===== src/rtl/hazard_control_unit_pkg.sv =====
// Shared pipeline definitions: FSM encoding, register zero,
// and the NOP/bubble values loaded by flushed pipeline registers.
package hazard_control_unit_pkg;

  typedef enum logic [1:0] {
    RUN   = 2'd0,
    WAIT  = 2'd1,
    ERROR = 2'd2
  } hcu_state_e;

  localparam logic [4:0] REG_ZERO = 5'd0;

  localparam logic [31:0] NOP_INSTR = 32'h0000_0000;

  typedef struct packed {
    logic reg_write;
    logic mem_read;
    logic mem_write;
    logic mem_to_reg;
    logic branch;
  } id_ex_ctrl_t;

  localparam id_ex_ctrl_t BUBBLE_CTRL = '0;

endpackage


===== src/rtl/hazard_control_unit_sat_counter.sv =====
// Saturating up-counter: counts cycles with inc high, holds at all-ones.
// Ports: clk, rst_n (async active-low), inc, count (W bits).
module sat_counter #(
  parameter int W = 32
) (
  input  logic         clk,
  input  logic         rst_n,
  input  logic         inc,
  output logic [W-1:0] count
);

  logic [W-1:0] count_q;
  logic [W-1:0] count_d;

  always_comb begin
    count_d = count_q;
    if (inc && (count_q != {W{1'b1}})) begin
      count_d = count_q + 1'b1;
    end
  end

  always_ff @(posedge clk or negedge rst_n) begin
    if (!rst_n) count_q <= '0;
    else        count_q <= count_d;
  end

  assign count = count_q;

endmodule


===== src/rtl/hazard_control_unit.sv =====
// Stall/flush/freeze control for the 5-stage pipeline, with a
// memory-wait timeout FSM and stall/flush performance counters.
// Inputs: ID/EX hazard operands, branch_taken_EX, MEM access status.
// Outputs: stage write enables, IF/ID and ID/EX flushes, mem_err,
// stall_count, flush_count.
module hazard_control_unit
  import hazard_control_unit_pkg::*;
#(
  parameter int MEM_TIMEOUT = 16,
  parameter int CNT_W       = 32
) (
  input  logic             clk,
  input  logic             rst_n,
  input  logic [4:0]       IF_ID_Rs,
  input  logic [4:0]       IF_ID_Rt,
  input  logic             ID_uses_Rt,
  input  logic             ID_EX_MemRead,
  input  logic [4:0]       ID_EX_Rt,
  input  logic             branch_taken_EX,
  input  logic             EX_MEM_MemAccess,
  input  logic             mem_ready,
  output logic             PC_Write,
  output logic             IF_ID_Write,
  output logic             ID_EX_Write,
  output logic             EX_MEM_Write,
  output logic             MEM_WB_Write,
  output logic             IF_ID_Flush,
  output logic             ID_EX_Flush,
  output logic             mem_err,
  output logic [CNT_W-1:0] stall_count,
  output logic [CNT_W-1:0] flush_count
);

  localparam logic [16:0] TIMEOUT = 17'(MEM_TIMEOUT);

  hcu_state_e  state_q;
  logic [15:0] wait_cnt_q;
  logic        mem_err_q;

  logic busy;
  logic load_use;
  logic freeze;
  logic stall_inc;
  logic flush_inc;

  assign busy = EX_MEM_MemAccess && !mem_ready;

  assign load_use = ID_EX_MemRead
                 && (ID_EX_Rt != REG_ZERO)
                 && ((ID_EX_Rt == IF_ID_Rs)
                  || (ID_uses_Rt && (ID_EX_Rt == IF_ID_Rt)));

  // Holding everything during reset keeps the pipeline quiet
  // until the controller itself is out of reset.
  assign freeze = busy || (state_q == ERROR) || !rst_n;

  always_comb begin
    PC_Write     = 1'b1;
    IF_ID_Write  = 1'b1;
    ID_EX_Write  = 1'b1;
    EX_MEM_Write = 1'b1;
    MEM_WB_Write = 1'b1;
    IF_ID_Flush  = 1'b0;
    ID_EX_Flush  = 1'b0;
    if (freeze) begin
      PC_Write     = 1'b0;
      IF_ID_Write  = 1'b0;
      ID_EX_Write  = 1'b0;
      EX_MEM_Write = 1'b0;
      MEM_WB_Write = 1'b0;
    end else if (branch_taken_EX) begin
      // The ID instruction is squashed, so a load-use on it is moot.
      IF_ID_Flush = 1'b1;
      ID_EX_Flush = 1'b1;
    end else if (load_use) begin
      PC_Write    = 1'b0;
      IF_ID_Write = 1'b0;
      ID_EX_Flush = 1'b1;
    end
  end

  always_ff @(posedge clk or negedge rst_n) begin
    if (!rst_n) begin
      state_q    <= RUN;
      wait_cnt_q <= '0;
      mem_err_q  <= 1'b0;
    end else begin
      unique case (state_q)
        RUN: begin
          if (busy) begin
            wait_cnt_q <= 16'd1;
            if (MEM_TIMEOUT == 1) begin
              state_q   <= ERROR;
              mem_err_q <= 1'b1;
            end else begin
              state_q <= WAIT;
            end
          end
        end
        WAIT: begin
          if (!busy) begin
            state_q    <= RUN;
            wait_cnt_q <= '0;
          end else if ({1'b0, wait_cnt_q} + 17'd1 == TIMEOUT) begin
            state_q   <= ERROR;
            mem_err_q <= 1'b1;
          end else begin
            wait_cnt_q <= wait_cnt_q + 16'd1;
          end
        end
        ERROR: begin
          mem_err_q <= 1'b1;
        end
        default: begin
          state_q    <= RUN;
          wait_cnt_q <= '0;
        end
      endcase
    end
  end

  assign mem_err = mem_err_q;

  assign stall_inc = freeze || (load_use && !branch_taken_EX);
  assign flush_inc = !freeze && branch_taken_EX;

  sat_counter #(.W(CNT_W)) u_stall_cnt (
    .clk   (clk),
    .rst_n (rst_n),
    .inc   (stall_inc),
    .count (stall_count)
  );

  sat_counter #(.W(CNT_W)) u_flush_cnt (
    .clk   (clk),
    .rst_n (rst_n),
    .inc   (flush_inc),
    .count (flush_count)
  );

endmodule


===== config.mk =====
export PLATFORM = sky130hd
export DESIGN_NAME = hazard_control_unit
export DESIGN_NICKNAME = d
export VERILOG_FILES = /design/src/rtl/hazard_control_unit_pkg.sv /design/src/rtl/hazard_control_unit_sat_counter.sv /design/src/rtl/hazard_control_unit.sv
export SDC_FILE = /design/constraint.sdc
export NUM_CORES = 1
export LEC_CHECK = 0
export CORE_UTILIZATION = 40
export DETAILED_ROUTE_END_ITERATION = 8
export HOLD_SLACK_MARGIN = 0.02
export PLACE_DENSITY_LB_ADDON = 0.12
export SYNTH_ARGS = -nofsm -noshare
export SYNTH_HDL_FRONTEND = slang
export SYNTH_SLANG_ARGS = --single-unit
export TNS_END_PERCENT = 1

===== constraint.sdc =====
create_clock -name clk -period 2.68 [get_ports clk]
set_input_delay 0.536 -clock clk [delete_from_list [all_inputs] [get_ports clk]]
set_output_delay 0.536 -clock clk [all_outputs]
set_load 0.005 [all_outputs]

# Word-level counts from Yosys, hierarchy flattened
# Index checks and enable logic that the tools add are counted.
totals:
  reg_bits: 83
  word_cells: 64
  input_bits: 22
  romBits: 0
  latch_bits: 0
  memories: 0
  ramBits: 0
classes:
  eq_ne: 12
  div_mod_pow: 0
  bitwise_logic: 1
  reduce_logical: 22
  n_shift: 0
  n_addsub: 4
  muxes: 20
  multipliers: 0
  n_lt_le_gt_ge: 0
op_table:
  columns: ["operator", "n"]
  rows:
  - ["$add 32x1->32 const B", 2]
  - ["$ne 32x32->1 const B", 2]
  - ["$mux 16", 3]
  - ["$pmux 16 s3", 1]
  - ["$add 16x1->17 const B", 1]
  - ["$eq 17x5->1 const B", 1]
  - ["$add 16x1->16 const B", 1]
  - ["$mux 1", 11]
  - ["$eq 5x5->1", 2]
  - ["$reduce_and 3->1", 3]
  - ["$logic_and 1x1->1", 8]
  - ["$mux 2", 3]
  - ["$ne 2x2->1 const B", 3]
  - ["$ne 3x3->1 const B", 2]
  - ["$pmux 2 s3", 1]
  - ["$reduce_bool 5->1", 1]
  - ["$logic_not 1->1", 4]
  - ["$logic_or 1x1->1", 4]
  - ["$eq 2x1->1 const B", 1]
  - ["$eq 2x2->1 const B", 1]
  - ["$logic_not 2->1", 1]
  - ["$pmux 1 s2", 1]
  - ["$reduce_bool 2->1", 1]
  - ["$not 1->1", 1]

# Logic depth before layout (Yosys ltp)
# Gate-level depths: netlist of the first run.
logic_depth:
  depth_word: 7
  ltp_mapped: 9
  depth_no_buf: 9

# Hierarchy
# A second synthesis of the first run with hierarchy kept.
unflattened:
  hier_cells: 476
  area_unflattened_um2: 4690.7
by_module_without_submodules:
  columns: ["module", "instances", "seq_area_each_um2", "cells_each", "area_per_inst_um2"]
  rows:
  - ["sat_counter", 2, 800.8, 151, 1624.1]
  - ["hazard_control_unit", 1, 475.5, 174, 1442.6]

# Least setup slack after synthesis of the first run
# OpenSTA, ideal clock, no wires.
synth_path:
  kind: "reg-to-reg"
  from: "reg wait_cnt_q[0]"
  to: "reg wait_cnt_q[0]"
  n_path_buf: 1
  setup_time_ns: 0.121
  setup_slack_ns: 0.018
  stages_incl_launch_ff: 10
  required_time_ns: 2.559
  synth_period_minus_slack_ns: 2.662
  arrival_time_ns: 2.541
  cell_sequence: "dfrtp_1 > ha_1 > nand2_1 > nor4_1 > mux2i_1 > o211ai_2 > or4b_1 > buf_2 > o21a_1 > o22a_1"
synth_via:
  elab_chain_len: 4
  elab_cells_between_ends: 8
synth_rtl:
  columns: ["element", "line", "text"]
  rows:
  - ["start: declaration", "hazard_control_unit.sv:37", "logic [15:0] wait_cnt_q;"]
  - ["start signal: assignment", "hazard_control_unit.sv:108", "wait_cnt_q <= wait_cnt_q + 16'd1;"]
  - ["$add 16x1->17 / $add 16x1->16 (equally long branches)", "hazard_control_unit.sv:104, hazard_control_unit.sv:108", null]
  - ["$eq 17x5->1 / $mux 16 (equally long branches)", "hazard_control_unit.sv:104", "end else if ({1'b0, wait_cnt_q} + 17'd1 == TIMEOUT) begin"]
  - ["$ne 3x3->1 (no line) / $mux 16 (equally long branches)", null, null]
  - ["$reduce_and 3->1 (no line) / $pmux 16 s3 (equally long branches)", null, null]
# Parallel ways exist; a longest one is shown, timed or not. The select of a mux whose other input is x is not followed.
# A chain may end at the register's enable or synchronous reset.

# Final worst setup path of the first run
layout_path:
  from: "reg wait_cnt_q[0]"
  to: "reg wait_cnt_q[1]"
# Same word-level chain as after synthesis.

==> metrics.cfg, run 1 <==
[status]
status = completed

[logic_synthesis]
synth_top_area_share = 0.471
ys_types = 53
syn_inst = 455
syn-mean-instance-area_um2 = 9.70
netlist_area_mm2 = 0.00441
yosysWarnings = 0
synthTopCellsByArea = dfrtp_1 (47%), xnor2_1 (9.7%), xor2_1 (6.0%)
synth_flop_cell = dfrtp_1
synth_nets = 480
synth_edf_count = 0
async_flop_share = 1.00
ys_seq_elements = 83
yosysSeqAreaShare = 0.471
synth_area_leader_cell = dfrtp_1

[cells_and_area]
fin_area_mm2 = 0.00614
multiInputGateArea_mm2 = 0.00224
fin_nets = 634
finalNonFillerCells = 750
n_antenna_cell = 0
fillers = 948
final_common_cell = dfrtp_1
layout_common_cells = dfrtp_1 (83), clkdlybuf4s50_1 (79), buf_4 (65)
synthToLayoutAreaGrowth_pct = 39.1
seqCellArea_mm2 = 0.00208
drive_above_1_share = 0.166

[drt]
wl_met1_um = 5040
wl_met3_um = 563
antenna_left = 0
vias = 3921
drtIter0Drc = 161
drc = 0
wl_met2_um = 5460
dr.pass1.iters = 4
wl_um = 11200
vias_per_cell = 5.23
dr.max_layer_used = met5
detail_route.wl_per_cell_um = 14.9

[place]
place_inst = 734
hpwl_um = 8530
io_buffers = 93
place_congestion = 0.813
placed_cell_area_mm2 = 0.00592

[min_path]
hold_path_class = input port to asynchronous set/reset pin

[power]
power.density_mw_per_mm2 = 369
power.net_switching_mw = 0.516
p_int_mw = 1.75
leakage_nw = 2.76
p_total_mw = 2.27
ir_drop_uv = 184
p_sw_frac = 0.227
pwr-share-comb = 0.038
seqPwrFrac = 0.552
pwr-share-clk = 0.410

[timing]
worst_slew_pin_slew_ns = 0.605
hold_ws_ns = 0.277
max_freq_mhz = 391
slew_viol_final = 0
tns_ns = 0
slew_headroom = 0.597
period_share = 0.954
setup_viol = 0
post-route-min-period_ns = 2.56
finClkSkew_ns = 0.0162
finalHoldViolCount = 0
rsz0062_at_grt = true

[clock_tree]
clk_latency_ns = 0.36
cts_sinks = 83
root_buffer = clkbuf_8
post_cts_buffers = 0
numCtsBuffers = 9
clk_path_buf_depth = 2
h-tree-depth = 3
hold_buffers = 0
clk_pin_slew_ns = 0.09
cts_tree = done

[global_routing]
grt_usage = 0.207
grt_pass1_wl_um = 18500
grt_max_degree = 46
grt-ovfl-total = 0
antenna_found_initial = 1
grt_pass1_vias = 3768

[worst_setup_path]
r2r_cells = 9
critPathKind = flop to flop
worstPathArrival_ns = 2.80
critPathLaunchType = flop
critPathMaxFanout = 4
cp.required_ns = 2.93
critPathCaptureType = flop
ff2ff_setup_slack_ns = 0.12

[floorplanning]
core_mm2 = 0.0105
die_x_um = 107
pin_count = 94
dieHeight_um = 107
row_count = 37
die_area_mm2 = 0.0115
initial_core_util = 0.420

[run]
cap_violations = 0

[cells in the mapped netlist, types with 2 or more instances]
cell	number
a21o_1	3
a21oi_1	10
and2_1	4
and3_1	9
and3_4	2
and4_1	6
buf_2	3
buf_4	3
clkbuf_1	7
dfrtp_1	83
ha_1	3
inv_1	15
mux2i_1	2
nand2_1	60
nand2b_1	4
nand3_1	28
nand3b_1	2
nand4_1	19
nor2_1	25
nor3_1	22
nor4_1	14
o21a_1	2
o21ai_0	7
o22ai_1	7
o31ai_1	5
or2_2	4
or4_1	3
xnor2_1	49
xor2_1	30
[cells by family after synthesis]
logic type	synth area share
adder cells (fa/ha/maj)	0.00851
flip-flops	0.471
XOR/XNOR	0.157
buffers and inverters	0.0281
AO/OA/AOI/OAI	0.0709
AND/OR/NAND/NOR	0.257
multiplexers	0.00794
[registers in the layout (all words and copies together), names as in the netlist]
| name | cells |
|---|---|
| wait_cnt_q | 16 |
| state_q | 2 |
| u_flush_cnt.count | 32 |
| mem_err | 1 |
| u_stall_cnt.count | 32 |
[path summary, 6_finish.rpt]
kind                                       start                     to
max                                wait_cnt_q[0]          wait_cnt_q[1]
min                                        rst_n  u_flush_cnt.count[29]
max reg2reg                        wait_cnt_q[0]          wait_cnt_q[1]
min reg2reg                u_flush_cnt.count[19]  u_flush_cnt.count[19]
max in group asynchronous                  rst_n  u_stall_cnt.count[28]
min in group clk           u_flush_cnt.count[19]  u_flush_cnt.count[19]
[what timing repair did]
action	4_1_cts	5_1_grt
cloned	0	0
endpoints found under the setup margin	3	24
pin swaps	3	0
endpoints found under the hold margin	0	0
resized for setup	15	5
[power groups by stage]
| stage | combinational [mW] | sequential (mW) | clock (mW) |
|---|---|---|---|
| floorplan | 0.0183 | 1.28 | 0 |
| global placement | 0.0924 | 1.28 | 0 |
| detailed placement | 0.0930 | 1.28 | 0 |
| CTS | 0.0895 | 1.25 | 0.958 |
| global route | 0.0961 | 1.25 | 1.02 |
| finish | 0.0861 | 1.25 | 0.930 |
[layer usage]
metal | vias up | GRT usage
met1 | 1890 | 0.270
met3 | 12 | 0.0432
met5 | - | 0
met2 | 95 | 0.344
li1 | 1922 | -
met4 | 2 | 0.0626
[area by class of cell]
| cell class | instances | share of cell area |
|---|---|---|
| multi-input combinational | 343 | 0.365 |
| sequential | 83 | 0.338 |
| timing repair buffer | 157 | 0.227 |
| tap | 136 | 0.0277 |
| clock buffer | 11 | 0.0230 |
| clock inverter | 5 | 0.00999 |
| inverter | 15 | 0.00917 |
[through the flow]
| stage | util | setup slack [ns] |
|---|---|---|
| after floorplan | - | 0.0179 |
| final | 0.584 | 0.123 |
| after global routing | 0.584 | -0.00813 |
| after detailed placement | 0.564 | -0.255 |
| after global placement | 0.564 | -0.237 |
| after CTS | 0.582 | 0.0242 |
[critical path, stage by stage, from the launching register on]
cell	delay, ns
dfrtp_1	0.36
ha_1	0.17
nand2_1	0.09
nor4_2	0.28
buf_4	0.17
mux2i_2	0.27
o211ai_2	0.11
or4b_1	0.58
buf_4	0.19
a32o_1	0.23
No activity file was read; power rests on OpenSTA's default activity.
==> run 2: changes to the inputs <==
--- a/config.mk
+++ b/config.mk
@@ -5,7 +5,9 @@
 export SDC_FILE = /design/constraint.sdc
 export NUM_CORES = 1
 export LEC_CHECK = 0
+export CORE_ASPECT_RATIO = 1.75
 export CORE_UTILIZATION = 40
+export CTS_CLUSTER_DIAMETER = 60
 export DETAILED_ROUTE_END_ITERATION = 8
 export HOLD_SLACK_MARGIN = 0.02
 export PLACE_DENSITY_LB_ADDON = 0.12
==> run 2 against run 1 <==
Compared with the run above: largest cell class unchanged; hold slack worse by 0.049 ns; power rose by 20%; critical path depth fell by 2; via count increased by 2.4%; global-route usage increased by 1.5 points; first-iteration DRC count shrank 6.8%; critical path type is now input port to output pin; core utilization up 0.92 points; count of clock-buffer cells in the layout down 1; sequential power about the same.
==> metrics.cfg, run 2 (synthesis gave the netlist of run 1 again) <==
[worst_setup_path]
timing.rr.end = wait_cnt_q[0]  ; was wait_cnt_q[1]
worst_path_max_delay_cell = clkdlybuf4s50_1  ; was or4b_1
critPathLaunchType = input port  ; was flop
critPathMaxFanout = 3  ; was 4
r2r_cells = 9  ; unchanged
cp.required_ns = 2.14  ; was 2.93 ns
r2r-start = wait_cnt_q[0]  ; unchanged
cp_top_family = buffers and inverters  ; was simple AND/OR/NAND/NOR gates
critPathKind = input port to output pin  ; was flop to flop
worstPathArrival_ns = 2.04  ; was 2.80 ns
slowest_delay_ns = 0.44  ; was 0.58 ns
ff2ff_setup_slack_ns = 0.11  ; was 0.12 ns
critPathCaptureType = output pin  ; was flop
crit_path_cell_trace = clkdlybuf4s50_1, xnor2_1, nand3_1, o22ai_2, a41o_1, inv_2, dlygate4sd2_1  ; was ha_1, nand2_1, nor4_2, buf_4, mux2i_2, o211ai_2, or4b_1, buf_4, a32o_1
path_buf_inv = 3  ; was 2

[cells_and_area]
fin_area_mm2 = 0.00635  ; was 0.00614 mm2
layout_common_cells = clkdlybuf4s50_1 (83), dfrtp_1 (83), buf_4 (73)  ; was dfrtp_1 (83), clkdlybuf4s50_1 (79), buf_4 (65)
seqCellArea_mm2 = 0.00208  ; unchanged
drive_above_1_share = 0.180  ; was 0.166
synthToLayoutAreaGrowth_pct = 43.8  ; was 39.1%
fin_nets = 642  ; was 634
fillers = 929  ; was 948
fin_util = 0.593  ; was 0.584
multiInputGateArea_mm2 = 0.00225  ; was 0.00224 mm2
n_antenna_cell = 0  ; unchanged

[global_routing]
grt-ovfl-total = 0  ; unchanged
grt_pass1_wl_um = 19500  ; was 18500 um
grt_max_degree = 59  ; was 46
antenna_found_initial = 0  ; was 1
grt_usage = 0.221  ; was 0.207
grt_pass1_vias = 4153  ; was 3768

[status]
status = completed  ; unchanged

[timing]
setup_viol = 0  ; unchanged
slew_headroom = 0.504  ; was 0.597
period_share = 0.961  ; was 0.954
max_freq_mhz = 388  ; was 391 MHz
layout_setup_ws_ns = 0.105  ; was 0.123 ns
tns_ns = 0  ; unchanged
finalHoldViolCount = 0  ; unchanged
worst_slew_pin_slew_ns = 0.743  ; was 0.605 ns
slew_viol_final = 0  ; unchanged
finClkSkew_ns = 0.00848  ; was 0.0162 ns
post-route-min-period_ns = 2.57  ; was 2.56 ns
rsz0062_at_grt = false  ; was true

[power]
power.net_switching_mw = 0.576  ; was 0.516 mW
p_sw_frac = 0.211  ; was 0.227
pwr-share-comb = 0.032  ; was 0.038
pwr-share-clk = 0.508  ; was 0.410
ir_drop_uv = 391  ; was 184 uV
leakage_nw = 2.89  ; was 2.76 nW
p_total_mw = 2.72  ; was 2.27 mW
power.density_mw_per_mm2 = 429  ; was 369 mW/mm2
p_int_mw = 2.15  ; was 1.75 mW
seqPwrFrac = 0.460  ; was 0.552

[drt]
vias_per_cell = 5.34  ; was 5.23
detail_route.wl_per_cell_um = 15.5  ; was 14.9 um
drc = 0  ; unchanged
drtIter0Drc = 150  ; was 161
wl_um = 11600  ; was 11200 um
vias = 4014  ; was 3921
antenna_left = 0  ; unchanged
dr.pass1.iters = 4  ; unchanged

[floorplanning]
pin_count = 94  ; unchanged
core_mm2 = 0.0107  ; was 0.0105 mm2
row_count = 50  ; was 37
die_x_um = 81.4  ; was 107 um
initial_core_util = 0.413  ; was 0.420
dieHeight_um = 141  ; was 107 um
die_area_mm2 = 0.0115  ; about the same

[place]
hpwl_um = 8840  ; was 8530 um
io_buffers = 93  ; unchanged
placed_cell_area_mm2 = 0.00598  ; was 0.00592 mm2
place_ws_ns = -0.207  ; was -0.255 ns
place_congestion = 0.859  ; was 0.813

[clock_tree]
clk_pin_slew_ns = 0.06  ; was 0.09 ns
clk_latency_ns = 0.34  ; was 0.36 ns
clk_path_buf_depth = 2  ; unchanged
cts_sinks = 83  ; unchanged
numCtsBuffers = 9  ; unchanged
root_buffer = clkbuf_16  ; was clkbuf_8
cts_tree = done  ; unchanged
h-tree-depth = 3  ; unchanged

[run]
cap_violations = 0  ; unchanged

[min_path]
hold_path_class = input port to asynchronous set/reset pin  ; unchanged

run 2: cell types whose count changed in the layout (fill, tap and decap cells not counted), sizes merged:
cell,previous run,this run
buf,65,73
dlygate4sd2,13,8
clkdlybuf4s50,79,83
clkinvlp,3,1
bufinv,1,2
clkbuf,11,10
clkinv,0,1
dlymetal6s2s,0,1
inv,16,17
run 2: what timing repair did:
item	in CTS	in global routing
hold buffers	0	0
resized for setup	12	5
pin swaps	2	1
endpoints found under the setup margin	5	10
setup buffers	0	0
run 2: per-layer routing:
layer	track usage	share of wire	vias to the layer above
met1	0.242	0.38	1932
met5	0	0	-
met3	0.0518	0.060	31
met4	0.114	0.036	0
li1	-	-	1929
met2	0.386	0.53	122
run 2: layout make-up:
cell class / instances / area share
Timing Repair Buffer: 165 / 0.230
Clock inverter: 6 / 0.0152
Tap cell: 130 / 0.0256
Multi-Input combinational cell: 343 / 0.355
Inverter: 15 / 0.00887
Clock buffer: 10 / 0.0377
Sequential cell: 83 / 0.327
run 2: worst max-delay path by stage:
stage	endpoint	depth (start not counted)	from	slack (ns)
floorplan	wait_cnt_q[0]	9	wait_cnt_q[0]	0.02
CTS	IF_ID_Flush	8	mem_ready	0.03
detailed placement	IF_ID_Write	7	ID_EX_Rt[0]	-0.21
global route	IF_ID_Write	7	IF_ID_Rs[0]	0.01
finish	IF_ID_Write	7	IF_ID_Rs[0]	0.11
global placement	IF_ID_Write	7	ID_EX_Rt[2]	-0.14
run 2: stage by stage:
step                      cells  hold WS (ns)
after floorplan             455         0.240
after global placement      736         0.455
after detailed placement    736         0.459
after CTS                   752         0.240
after global routing        752         0.254
final                       752         0.228
run 2: power by group through the flow:
stage	registers [mW]	clock network, mW	logic (mW)
finish	1.25	1.38	0.0874
detailed placement	1.28	0	0.0874
CTS	1.25	1.41	0.0864
global placement	1.28	0	0.0859
floorplan	1.28	0	0.0183
global route	1.25	1.46	0.0983
==> run 3: changes to the inputs <==
--- a/config.mk
+++ b/config.mk
@@ -6,9 +6,11 @@
 export NUM_CORES = 1
 export LEC_CHECK = 0
 export CORE_ASPECT_RATIO = 1.75
+export CORE_MARGIN = 3
 export CORE_UTILIZATION = 40
 export CTS_CLUSTER_DIAMETER = 60
 export DETAILED_ROUTE_END_ITERATION = 8
+export GPL_TIMING_DRIVEN = 0
 export HOLD_SLACK_MARGIN = 0.02
 export PLACE_DENSITY_LB_ADDON = 0.12
 export SYNTH_ARGS = -nofsm -noshare
==> run 3 against run 2 <==
Compared with the run above: the flow now finishes with violations (setup timing); cell count fell by 7.2%; global-route usage fell by 3.2 points; combinational power rose by 7.4%; hold slack got worse by 0.18 ns; wire length fell by 4.1%; sequential cell count did not move; largest cell class unchanged.
==> metrics.cfg, run 3 (synthesis gave the netlist of run 1 again) <==
[status]
status = complete, but fails checks  ; was completed
violations = setup timing

[timing]
max_freq_mhz = 372  ; was 388 MHz
hold_ws_ns = 0.0497  ; was 0.228 ns
slew_viol_final = 0  ; unchanged
finClkSkew_ns = 0.0105  ; was 0.00848 ns
period_share = 1.00  ; was 0.961
layout_setup_ws_ns = -0.00859  ; was 0.105 ns
finalHoldViolCount = 0  ; unchanged
worst_slew_pin_slew_ns = 0.576  ; was 0.743 ns
slew_headroom = 0.613  ; was 0.504
rsz0062_at_grt = true  ; was false
setup_viol = 2  ; was 0
post-route-min-period_ns = 2.69  ; was 2.57 ns

[drt]
wl_um = 11200  ; was 11600 um
antenna_left = 0  ; unchanged
detail_route.wl_per_cell_um = 16.0  ; was 15.5 um
vias_per_cell = 5.34  ; about the same
vias = 3728  ; was 4014
drtIter0Drc = 138  ; was 150
dr.pass1.iters = 4  ; unchanged
drc = 0  ; unchanged

[global_routing]
met3_usage = 0.0364  ; was 0.0518
grtUsageMet2 = 0.345  ; was 0.386
grt_pass1_vias = 3901  ; was 4153
grt-ovfl-total = 0  ; unchanged
grt_max_degree = 32  ; was 59
busiest_layer = met2  ; unchanged
antenna_found_initial = 0  ; unchanged
grt_pass1_wl_um = 19100  ; was 19500 um
grt_usage = 0.190  ; was 0.221
grt_use_met1 = 0.217  ; was 0.242

[power]
pwr-share-clk = 0.481  ; was 0.508
leakage_nw = 2.58  ; was 2.89 nW
seqPwrFrac = 0.483  ; was 0.460
ir_drop_uv = 315  ; was 391 uV
pwr-share-comb = 0.036  ; was 0.032
p_sw_frac = 0.217  ; was 0.211
p_total_mw = 2.59  ; was 2.72 mW
p_int_mw = 2.03  ; was 2.15 mW
power.net_switching_mw = 0.562  ; was 0.576 mW
power.density_mw_per_mm2 = 435  ; was 429 mW/mm2

[cells_and_area]
n_antenna_cell = 0  ; unchanged
synthToLayoutAreaGrowth_pct = 35.1  ; was 43.8%
fin_util = 0.554  ; was 0.593
multiInputGateArea_mm2 = 0.00229  ; was 0.00225 mm2
layout_common_cells = clkdlybuf4s50_1 (84), dfrtp_1 (76), nand2_1 (58)  ; was clkdlybuf4s50_1 (83), dfrtp_1 (83), buf_4 (73)
seqCellArea_mm2 = 0.00209  ; was 0.00208 mm2
fin_nets = 588  ; was 642
final_common_cell = clkdlybuf4s50_1
drive_above_1_share = 0.111  ; was 0.180
fillers = 962  ; was 929
finalNonFillerCells = 698  ; was 752

[place]
hpwl_um = 8200  ; was 8840 um
place_congestion = 0.843  ; was 0.859
place_inst = 679  ; was 736
io_buffers = 93  ; unchanged

[worst_setup_path]
worstPathArrival_ns = 2.91  ; was 2.04 ns
timing.rr.end = wait_cnt_q[0]  ; unchanged
cp.required_ns = 2.90  ; was 2.14 ns
crit_end = wait_cnt_q[0]  ; was IF_ID_Write
ff2ff_setup_slack_ns = -0.009  ; was 0.11 ns
critPathLaunchType = flop  ; was input port
r2r-start = wait_cnt_q[0]  ; unchanged
critPathMaxFanout = 7  ; was 3
critPathKind = flop to flop  ; was input port to output pin
critPathCaptureType = flop  ; was output pin
cp-startpoint = wait_cnt_q[0]  ; was IF_ID_Rs[0]
r2r_cells = 9  ; unchanged

[floorplanning]
initial_core_util = 0.410  ; was 0.413
dieHeight_um = 145  ; was 141 um
die_area_mm2 = 0.0124  ; was 0.0115 mm2
row_count = 50  ; unchanged
die_x_um = 85.4  ; was 81.4 um
pin_count = 94  ; unchanged
core_mm2 = 0.0108  ; was 0.0107 mm2

[clock_tree]
clk_latency_ns = 0.34  ; about the same
cts_sinks = 83  ; unchanged
cts_tree = done  ; unchanged
clk_pin_slew_ns = 0.07  ; was 0.06 ns
root_buffer = clkbuf_16  ; unchanged
h-tree-depth = 3  ; unchanged
clk_path_buf_depth = 2  ; unchanged
numCtsBuffers = 9  ; unchanged

[run]
cap_violations = 0  ; unchanged

[min_path]
hold_path_class = input port to asynchronous set/reset pin  ; unchanged

## run 3: cell count changes in the layout (fill, tap and decap cells not counted), moves of 2 or more
cell	change
nand2_1	-2
nand2_2	+2
clkbuf_1	+8
dfrtp_2	+7
buf_4	-68
clkbuf_4	+2
dfrtp_1	-7
## run 3: metal layers
layer	routed length (um)	share of wire
met5	0	0
met4	190	0.017
met3	537	0.048
met2	6040	0.54
met1	4400	0.39
## run 3: layout make-up
| cell class | instances | share of cell area |
|---|---|---|
| plain buffers | 14 | 0.0124 |
| clock buffers | 11 | 0.0390 |
| clock inverters | 5 | 0.0105 |
| inverters | 15 | 0.00944 |
| multi-input cells | 343 | 0.384 |
| flip-flops and latches | 83 | 0.350 |
| well taps | 130 | 0.0273 |
| repair buffers | 97 | 0.167 |
## run 3: power groups by stage
stage | Combinational, mW | Clock (mW) | Sequential (mW)
2_1_floorplan | 0.0183 | 0 | 1.28
3_3_place_gp | 0.0813 | 0 | 1.28
3_5_place_dp | 0.0880 | 0 | 1.28
4_1_cts | 0.0956 | 1.28 | 1.25
5_1_grt | 0.104 | 1.33 | 1.25
6_report | 0.0939 | 1.25 | 1.25
## run 3: stage by stage
step           cell area (um2)  setup TNS (ns)  worst slack, ns
4_1_cts                   5930         -0.0460          -0.0375
5_1_grt                   5960          -0.465           -0.149
6_report                  5960         -0.0169         -0.00859
2_1_floorplan             4410               0           0.0179
3_5_place_dp              5530           -9.70           -0.558
3_3_place_gp              5510         -394.59            -3.70
## run 3: worst max-delay path: stages, from the launching register on
cell and delay [ns]:
dfrtp_2 0.43, ha_2 0.25, nand2_2 0.12, nor4_4 0.36
mux2i_2 0.30, o211ai_2 0.10, or4b_1 0.47, buf_2 0.17
o21a_1 0.19, o22a_1 0.19
## run 3: worst min-delay path by stage
stage | startpoint | to | slack [ns] | cells past startpoint
6_report | rst_n | u_flush_cnt.count[28] | 0.05 | 1
5_1_grt | rst_n | u_flush_cnt.count[28] | 0.06 | 1
4_1_cts | rst_n | u_flush_cnt.count[26] | 0.05 | 1
3_5_place_dp | rst_n | u_flush_cnt.count[28] | 0.46 | 1
3_3_place_gp | mem_err | mem_err | 0.45 | 1
2_1_floorplan | rst_n | mem_err | 0.24 | 0
## run 3: timing repair
| action | in CTS | in global routing |
|---|---|---|
| pin swaps | 3 | 0 |
| setup buffers | 2 | 0 |
| endpoints found under the setup margin | 16 | 29 |
| hold buffers | 0 | 0 |
| gates cloned | 1 | 0 |
| endpoints found under the hold margin | 0 | 0 |
| resized for setup | 27 | 9 |
